[src/rtl/wash_sequencer.sv]
// Washer program controller: latches a program code on start, sequences the
// wash/rinse/spin phases on 1 s ticks and drives the fill, motor and drain actuators.
module wash_sequencer #(
  parameter int WASH_S  = 10,
  parameter int RINSE_S = 6,
  parameter int SPIN_S  = 4,
  parameter int FILL_S  = 2,
  parameter int TW      = 8
) (
  input  logic          clk,
  input  logic          reset,
  input  logic          power_led,
  input  logic          start_pause,
  input  logic          tick_1s,
  input  logic [2:0]    model_now,
  output logic [1:0]    phase,
  output logic [TW-1:0] remain_s,
  output logic          water_in,
  output logic          motor_on,
  output logic          drain,
  output logic          running,
  output logic          if_finish
);

  typedef enum logic [2:0] {S_IDLE, S_WASH, S_RINSE, S_SPIN, S_DONE} state_t;

  localparam logic [TW-1:0] WASH_LEN  = TW'(WASH_S);
  localparam logic [TW-1:0] RINSE_LEN = TW'(RINSE_S);
  localparam logic [TW-1:0] SPIN_LEN  = TW'(SPIN_S);
  localparam logic [TW-1:0] FILL_LEN  = TW'(FILL_S);

  generate
    if (WASH_S + RINSE_S + SPIN_S > (1 << TW) - 1) begin : g_tw_check
      $error("wash_sequencer: TW too narrow for the longest program");
    end
    if (FILL_S >= WASH_S || FILL_S >= RINSE_S) begin : g_fill_check
      $error("wash_sequencer: FILL_S must be shorter than wash and rinse");
    end
  endgenerate

  state_t        state_q, state_d;
  logic [2:0]    prog_q, prog_d;
  logic          armed_q, armed_d;
  logic [TW-1:0] cnt_q, cnt_d;
  logic [TW-1:0] remain_q, remain_d;
  state_t        first_st, next_st;
  logic [TW-1:0] elapsed;

  function automatic state_t first_phase(input logic [2:0] p);
    case (p)
      3'd0, 3'd1, 3'd2: first_phase = S_WASH;
      3'd3, 3'd4:       first_phase = S_RINSE;
      default:          first_phase = S_SPIN;
    endcase
  endfunction

  function automatic state_t next_phase(input state_t s, input logic [2:0] p);
    case (s)
      S_WASH:  next_phase = (p == 3'd0 || p == 3'd2) ? S_RINSE : S_DONE;
      S_RINSE: next_phase = (p == 3'd0 || p == 3'd3) ? S_SPIN : S_DONE;
      default: next_phase = S_DONE;
    endcase
  endfunction

  function automatic logic [TW-1:0] phase_len(input state_t s);
    case (s)
      S_WASH:  phase_len = WASH_LEN;
      S_RINSE: phase_len = RINSE_LEN;
      S_SPIN:  phase_len = SPIN_LEN;
      default: phase_len = '0;
    endcase
  endfunction

  function automatic logic [TW-1:0] prog_total(input logic [2:0] p);
    case (p)
      3'd0:    prog_total = WASH_LEN + RINSE_LEN + SPIN_LEN;
      3'd1:    prog_total = WASH_LEN;
      3'd2:    prog_total = WASH_LEN + RINSE_LEN;
      3'd3:    prog_total = RINSE_LEN + SPIN_LEN;
      3'd4:    prog_total = RINSE_LEN;
      3'd5:    prog_total = SPIN_LEN;
      default: prog_total = '0;
    endcase
  endfunction

  always_ff @(posedge clk or negedge reset) begin
    if (!reset) begin
      state_q  <= S_IDLE;
      prog_q   <= '0;
      armed_q  <= 1'b0;
      cnt_q    <= '0;
      remain_q <= '0;
    end else begin
      state_q  <= state_d;
      prog_q   <= prog_d;
      armed_q  <= armed_d;
      cnt_q    <= cnt_d;
      remain_q <= remain_d;
    end
  end

  always_comb begin
    state_d  = state_q;
    prog_d   = prog_q;
    armed_d  = armed_q;
    cnt_d    = cnt_q;
    remain_d = remain_q;
    first_st = first_phase(model_now);
    next_st  = next_phase(state_q, prog_q);

    // Releasing start while idle re-arms; a held button cannot restart a finished run.
    if (state_q == S_IDLE && !start_pause) armed_d = 1'b1;

    if (!power_led) begin
      state_d  = S_IDLE;
      cnt_d    = '0;
      remain_d = '0;
    end else begin
      case (state_q)
        S_IDLE: begin
          if (start_pause && armed_q && model_now <= 3'd5) begin
            prog_d   = model_now;
            armed_d  = 1'b0;
            state_d  = first_st;
            cnt_d    = phase_len(first_st);
            remain_d = prog_total(model_now);
          end
        end
        S_WASH, S_RINSE, S_SPIN: begin
          if (start_pause && tick_1s) begin
            remain_d = (remain_q != '0) ? remain_q - TW'(1) : '0;
            if (cnt_q <= TW'(1)) begin
              state_d = next_st;
              cnt_d   = phase_len(next_st);
            end else begin
              cnt_d = cnt_q - TW'(1);
            end
          end
        end
        S_DONE: begin
          state_d  = S_IDLE;
          cnt_d    = '0;
          remain_d = '0;
        end
        default: state_d = S_IDLE;
      endcase
    end
  end

  always_comb begin
    phase     = 2'd0;
    running   = 1'b0;
    water_in  = 1'b0;
    motor_on  = 1'b0;
    drain     = 1'b0;
    if_finish = (state_q == S_DONE);
    remain_s  = remain_q;
    elapsed   = phase_len(state_q) - cnt_q;
    case (state_q)
      S_WASH:  begin phase = 2'd1; running = 1'b1; end
      S_RINSE: begin phase = 2'd2; running = 1'b1; end
      S_SPIN:  begin phase = 2'd3; running = 1'b1; end
      default: ;
    endcase
    if (start_pause) begin
      case (state_q)
        S_WASH, S_RINSE: begin
          if (elapsed < FILL_LEN) water_in = 1'b1;
          else                    motor_on = 1'b1;
        end
        S_SPIN: begin
          drain    = 1'b1;
          motor_on = 1'b1;
        end
        default: ;
      endcase
    end
  end

endmodule
[config.mk]
export PLATFORM = sky130hd
export DESIGN_NAME = wash_sequencer
export DESIGN_NICKNAME = d
export VERILOG_FILES = /design/src/rtl/wash_sequencer.sv
export SDC_FILE = /design/constraint.sdc
export NUM_CORES = 1
export LEC_CHECK = 0
export CORE_ASPECT_RATIO = 1.4
export CORE_MARGIN = 2
export CORE_UTILIZATION = 35
export DETAILED_ROUTE_END_ITERATION = 10
export SLEW_MARGIN = 15
export SYNTH_ARGS = -nofsm -noshare
export SYNTH_HDL_FRONTEND = slang
export SYNTH_SLANG_ARGS = --single-unit
[constraint.sdc]
create_clock -name clk -period 8.65 [get_ports clk]
set_input_delay 1.73 -clock clk [delete_from_list [all_inputs] [get_ports clk]]
set_output_delay 1.73 -clock clk [all_outputs]
set_load 0.01 [all_outputs]
; Word-level counts from Yosys, hierarchy flattened
; Cells that the tools add are included.
[classes]
add_sub_neg = 3
n_lt_le_gt_ge = 3
eq_ne = 21
muxes = 37
n_reduce_logical = 19
[op_table]
columns = operator, n
row1 = 2-to-1 mux 8 bit, 8
row2 = one-hot mux 8 bit (3 select lines), 2
row3 = one-hot mux 4 bit (3 select lines), 3
row4 = equality test 3 x 2 -> 1 bit (second input constant), 10
row5 = one-hot mux 5 bit (5 select lines), 1
row6 = 2-to-1 mux 3 bit, 6
row7 = subtractor 8 x 1 -> 8 bit (second input constant), 2
row8 = equality test 3 x 1 -> 1 bit (second input constant), 4
row9 = 2-to-1 mux 1 bit, 12
row10 = one-hot mux 3 bit (2 select lines), 2
row11 = equality test 3 bit (second input constant), 3
row12 = zero test 3 bit, 3
row13 = inequality test 3 x 2 -> 1 bit (second input constant), 3
row14 = AND reduction 3 bit, 3
row15 = <= comparator 8 x 1 -> 1 bit (second input constant), 1
row16 = < comparator 8 x 2 -> 1 bit (second input constant), 1
row17 = nonzero test 8 bit, 1
row18 = subtractor 8 bit, 1
row19 = one-hot mux 2 bit (3 select lines), 1
row20 = OR reduction 2 bit, 3
row21 = OR reduction 3 bit, 2
row22 = logical AND 1 bit, 4
row23 = inequality test 4 x 2 -> 1 bit (second input constant), 1
row24 = one-hot mux 2 bit (2 select lines), 1
row25 = other kinds (4), 5
[word_totals]
register_bits = 23
input_bits = 8
out_inout_bits = 15
wordCells = 88

; Depth between registers and ports, before layout
[logic_depth]
word_depth = 10
mapped_depth = 9
ltp_nobuf = 8

; Worst setup path after synthesis
; OpenSTA, ideal clock, no wires.
[synth_path]
path_kind = register to output
start = register state_q[1]
end = output port motor_on
arrival_time_ns = 2.308
required_ns = 6.920
setup_slack_ns = 4.612
stages_incl_launch_ff = 9
path_buffers = 1
path_cell_list = dfrtp_1 -> buf_1 -> xnor2_1 -> nor2_1 -> fa_1 -> xnor2_1 -> nand3_1 -> or4b_1 -> a31o_2
[synth_between]
elab_chain_cells = 7
elab_cells_between_ends = 10
classes_between = add/sub: 1 / order compare: 1 / eq/ne: 3 / mux: 4 / reduce/logical: 1
[synth_lines]
columns = element, line_no
row1 = from (decl), 41  ; state_t state_q, state_d;
row2 = from (signal assigned), 94  ; state_q <= state_d;
row3 = equality test 3 x 2 -> 1 bit or equality test 3 x 1 -> 1 bit (tied branches), "66, 166"
row4 = one-hot mux 4 bit (3 select lines), 66  ; case (s)
row5 = subtractor 8 bit, 158  ; elapsed = phase_len(state_q) - cnt_q;
row6 = < comparator 8 x 2 -> 1 bit, 168  ; if (elapsed < FILL_LEN) water_in = 1'b1;
row7 = 2-to-1 mux 1 bit, 168
row8 = one-hot mux 1 bit (2 select lines) *, 166  ; case (state_q)
row9 = 2-to-1 mux 1 bit *, 165  ; if (start_pause) begin
row10 = to (decl), 19  ; output logic motor_on,
; Mark *: on every way between the ends. The rest lies on a longest branch, timed or not.

; Final worst setup path
[layout_path]
start = input port start_pause
end = output port motor_on
[layout_between]
elab_chain_cells = 1
[layout_lines]
columns = element, line_no
row1 = from (decl), 13  ; input logic start_pause,
row2 = 2-to-1 mux 1 bit, 165
; Every way passes these cells.

==> flow_summary.rst <==
.. list-table::
   :header-rows: 1

   * - Metric
     - Value
   * - Crit path max fanout
     - 7
   * - Number of clock buffers inserted by TritonCTS
     - 3
   * - Chain of cells forming the critical path
     - clkdlybuf4s50_1 -> and3_1 -> a31o_2 -> clkdlybuf4s50_1
   * - Final setup violation count
     - 0
   * - Area of the mapped netlist
     - about 1800 um^2
   * - Top cell type by total area after synthesis
     - sky130_fd_sc_hd__dfrtp_1
   * - Worst Path Required
     - between 6 and 7 ns
   * - Vias
     - ~1.7k
   * - Starting DRT DRC Count
     - 41
   * - Flip-flop and latch count after synthesis
     - 23
   * - Critical path start-end classification
     - input pin to output port
   * - Detail-routed net length per standard cell
     - roughly 15 um
   * - FF-to-FF End
     - cnt_q[1]
   * - Synth Net Count
     - about 240
   * - Clock tree sinks
     - 23
   * - Origin of the worst min-delay path
     - armed_q
   * - Crit-path slowest cell
     - sky130_fd_sc_hd__clkdlybuf4s50_1
   * - Largest stage delay on the critical path
     - slightly below 0.6 ns
   * - Final core utilization
     - 43.1%
   * - Leakage power total
     - 0.876 nW
   * - Final Skew
     - 0.00214 ns
   * - X dimension of the die
     - 64.4 um
   * - Post-synthesis sequential area ratio
     - roughly 32%
   * - Count of buffer and inverter cells on the critical path
     - 2
   * - Path class of the lowest-slack min-delay path
     - register to register
   * - Number of inserted diodes
     - 0
   * - Clock-pin slew reported for the worst setup and hold paths after clock tree synthesis
     - 0.09 ns
   * - Total die area
     - 5710 um^2
   * - Fin. max-slew vios
     - 0
   * - First-pass iteration count of the detailed router
     - 4
   * - Register-to-register path setup slack
     - 6.28 ns
   * - Synth top area share
     - 32.2%
   * - Post-route clock period utilization
     - about 57%
   * - CTS tree
     - done
   * - Slew at the pin closest to its max-slew limit
     - 0.567 ns
   * - Startpoint of the lowest-slack register-to-register path
     - cnt_q[4]
   * - Total gr overflow
     - 0
   * - RSZ-0062 raised after global routing
     - false
   * - Top post-synthesis cells by area
     - sky130_fd_sc_hd__dfrtp_1, sky130_fd_sc_hd__ha_1, sky130_fd_sc_hd__o21ai_0
   * - Total of fill cells in the finished design
     - approximately 520
   * - Maximum resistive drop on vdd
     - about 0.00022 V
   * - Time the final worst path needs with I/O delays and setup
     - 4.89 ns
   * - Routed Antenna Nets
     - 0
   * - Core area
     - approximately 5000 um^2
   * - Total Neg Setup Slack
     - 0 ns
   * - Count of unique library cells instantiated by Yosys
     - 51
   * - R2R depth
     - 5
   * - Global-route usage over all layers
     - 17.1%
   * - Cells resized by post-CTS repair
     - 0
   * - Clock tree root buffer cell
     - sky130_fd_sc_hd__clkbuf_8
   * - Number of stages on the worst hold path
     - 1
   * - Buffers added on ports
     - 22
   * - Syn Inst Count
     - 217
   * - Count of final hold-check violations
     - 0
   * - First-pass GRT wire length
     - 7.75 mm
   * - Layout Nets
     - 256
   * - Relative slew margins
     - 62.1%
   * - Antenna violations before repair
     - 0
   * - Fmax achieved
     - about 200 MHz
   * - Share of post-route cells with drive strength above 1
     - approximately 8.1%
   * - Latest clock arrival within the worst-skew pair
     - roughly 0.27 ns
   * - CP Data Arrival Time
     - approximately 3.2 ns
   * - Max cap viols
     - 0
   * - Power density cells
     - around 420 nW/um^2
   * - EDFF count, synth
     - 0
   * - Most frequently used flop master after synthesis
     - sky130_fd_sc_hd__dfrtp_1
   * - Yosys warning total
     - 0
   * - Top delay family on crit path
     - buffers and inverters
   * - Kind of end point of the critical path
     - output port
   * - Worst path most repeated cell
     - sky130_fd_sc_hd__clkdlybuf4s50_1
   * - Largest net degree at the start of global routing
     - 24
   * - CTS hold repair buffers
     - 0
   * - CTS H-tree depth
     - 1
   * - Total DRC errors in the routed layout
     - 0
   * - Run status
     - finished, final reports clean
   * - Commonest cells in the synthesized netlist
     - sky130_fd_sc_hd__dfrtp_1, sky130_fd_sc_hd__nor2_1, sky130_fd_sc_hd__o21ai_0
   * - Initial Util
     - around 37%
   * - Post-CTS Setup Inserts
     - 0
   * - Via count of the first global-routing pass
     - roughly 1.7k
   * - Detail Placement HPWL
     - between 3 and 4 mm
   * - Height of the die
     - just under 90 um
   * - Worst setup SP type
     - input pin
   * - Average via count per standard cell
     - about 5.7
   * - Routed wire length
     - ~4.5 mm
   * - Mapped Avg Cell Area
     - 8.25 um^2
   * - Post-synthesis to final-layout area growth
     - 17.4%
   * - Total number of placement rows
     - 30
   * - Endpoint, Worst Hold
     - armed_q
   * - Async set or reset register ratio after synthesis
     - 100%
   * - Io pins
     - 23
   * - RD Place Congestion
     - between 0.7 and 0.8
   * - Buffers from clock root to sink, at most
     - 2
-- cells in the final DEF, fill, tap and decap left out, types with 2 or more instances in the layout --
master	synthesis	routed
sky130_fd_sc_hd__nand2_1	17	17
sky130_fd_sc_hd__or4_1	4	4
sky130_fd_sc_hd__or3_1	4	4
sky130_fd_sc_hd__clkbuf_8	0	3
sky130_fd_sc_hd__mux2_2	3	3
sky130_fd_sc_hd__ha_1	10	10
sky130_fd_sc_hd__nor2b_1	7	7
sky130_fd_sc_hd__a211oi_1	2	2
sky130_fd_sc_hd__o41ai_1	3	3
sky130_fd_sc_hd__o22ai_1	3	3
sky130_fd_sc_hd__o21a_1	3	3
sky130_fd_sc_hd__nor3_1	2	2
sky130_fd_sc_hd__or2_2	4	4
sky130_fd_sc_hd__o31ai_1	2	2
sky130_fd_sc_hd__a31oi_1	4	4
sky130_fd_sc_hd__xnor2_1	4	4
sky130_fd_sc_hd__o21ai_0	22	22
sky130_fd_sc_hd__nand2b_1	2	2
sky130_fd_sc_hd__inv_1	12	12
sky130_fd_sc_hd__dfrtp_1	23	23
sky130_fd_sc_hd__nand4_1	2	2
sky130_fd_sc_hd__nand3_1	6	6
sky130_fd_sc_hd__and3_1	3	3
sky130_fd_sc_hd__clkdlybuf4s50_1	0	21
sky130_fd_sc_hd__nor3b_1	2	2
sky130_fd_sc_hd__and2_1	4	4
sky130_fd_sc_hd__or4b_1	2	2
sky130_fd_sc_hd__a22o_1	4	4
sky130_fd_sc_hd__nor2_1	23	23
sky130_fd_sc_hd__a21oi_1	13	13
-- final cells by class --
| cell class | count | area [um^2] | share of cell area [%] |
|---|---|---|---|
| Multi-Input combinational cell | 175 | 1140 | 54.2 |
| Timing Repair Buffer | 22 | 215 | 10.2 |
| Clock buffer | 3 | 41.3 | 1.97 |
| Inverter | 12 | 45.0 | 2.14 |
| Tap cell | 64 | 80.1 | 3.81 |
| Sequential cell | 23 | 576 | 27.4 |
| Clock inverter | 1 | 5.00 | 0.238 |
-- power breakdown --
| part | switching, W | internal (W) | leakage [nW] |
|---|---|---|---|
| registers | 0.0000627 | 0.000150 | 0.306 |
| logic | 0.000331 | 0.000278 | 0.545 |
| clock network | 0.0000377 | 0.0000323 | 0.0255 |
-- flip-flops by register name, indices dropped and copies added, names as in the netlist --
register  cells
remain_s      8
prog_q        3
state_q       3
armed_q       1
cnt_q         8
-- layer usage --
metal	part of all wire [%]	global-route usage, %	vias up
met4	1.4	6.38	0
met2	52	32.0	30
li1	-	-	835
met3	1.5	1.40	5
met5	0	0	-
met1	45	20.4	827
-- logic make-up (layout without fill, tap and decap cells) --
kind of cell / after synthesis / in the layout / share of synthesized area (%)
muxes: 4 / 4 / 2.45
adders and majority gates: 11 / 11 / 8.11
xor gates and xnor gates: 4 / 4 / 1.96
and+or+nand+nor: 89 / 89 / 26.8
buffers and inverters: 19 / 38 / 4.20
AOI/OAI and AO/OA: 67 / 67 / 24.3
DFF: 23 / 23 / 32.2
-- worst reg2reg max path, delay by kind of cell, from the launching register on --
family	cells	cell delay, ns
simple gates	2	1.07
compound gates	2	0.54
flops	1	0.46
mux	1	0.16
-- through the flow --
step	worst slack [ns]	power, W	instance area (um^2)	cells	hold slack [ns]
after global placement	3.80	0.000817	2060	296	0.469
after CTS	3.76	0.000899	2110	300	0.509
final	3.76	0.000892	2100	300	0.501
after global routing	3.59	0.000976	2100	300	0.527
after detailed placement	3.77	0.000824	2060	296	0.485
after floorplan	4.61	0.000659	1790	217	0.456
-- worst max path at each step --
| stage | endpoint | slack (ns) | from | cells past startpoint |
|---|---|---|---|---|
| 5_1_grt | motor_on | 3.59 | state_q[2] | 9 |
| 2_1_floorplan | motor_on | 4.61 | state_q[1] | 8 |
| 4_1_cts | motor_on | 3.76 | state_q[2] | 9 |
| 6_report | motor_on | 3.76 | start_pause | 4 |
| 3_3_place_gp | motor_on | 3.80 | start_pause | 4 |
| 3_5_place_dp | motor_on | 3.77 | start_pause | 4 |
Note: power is estimated with default switching activity, not from simulation.
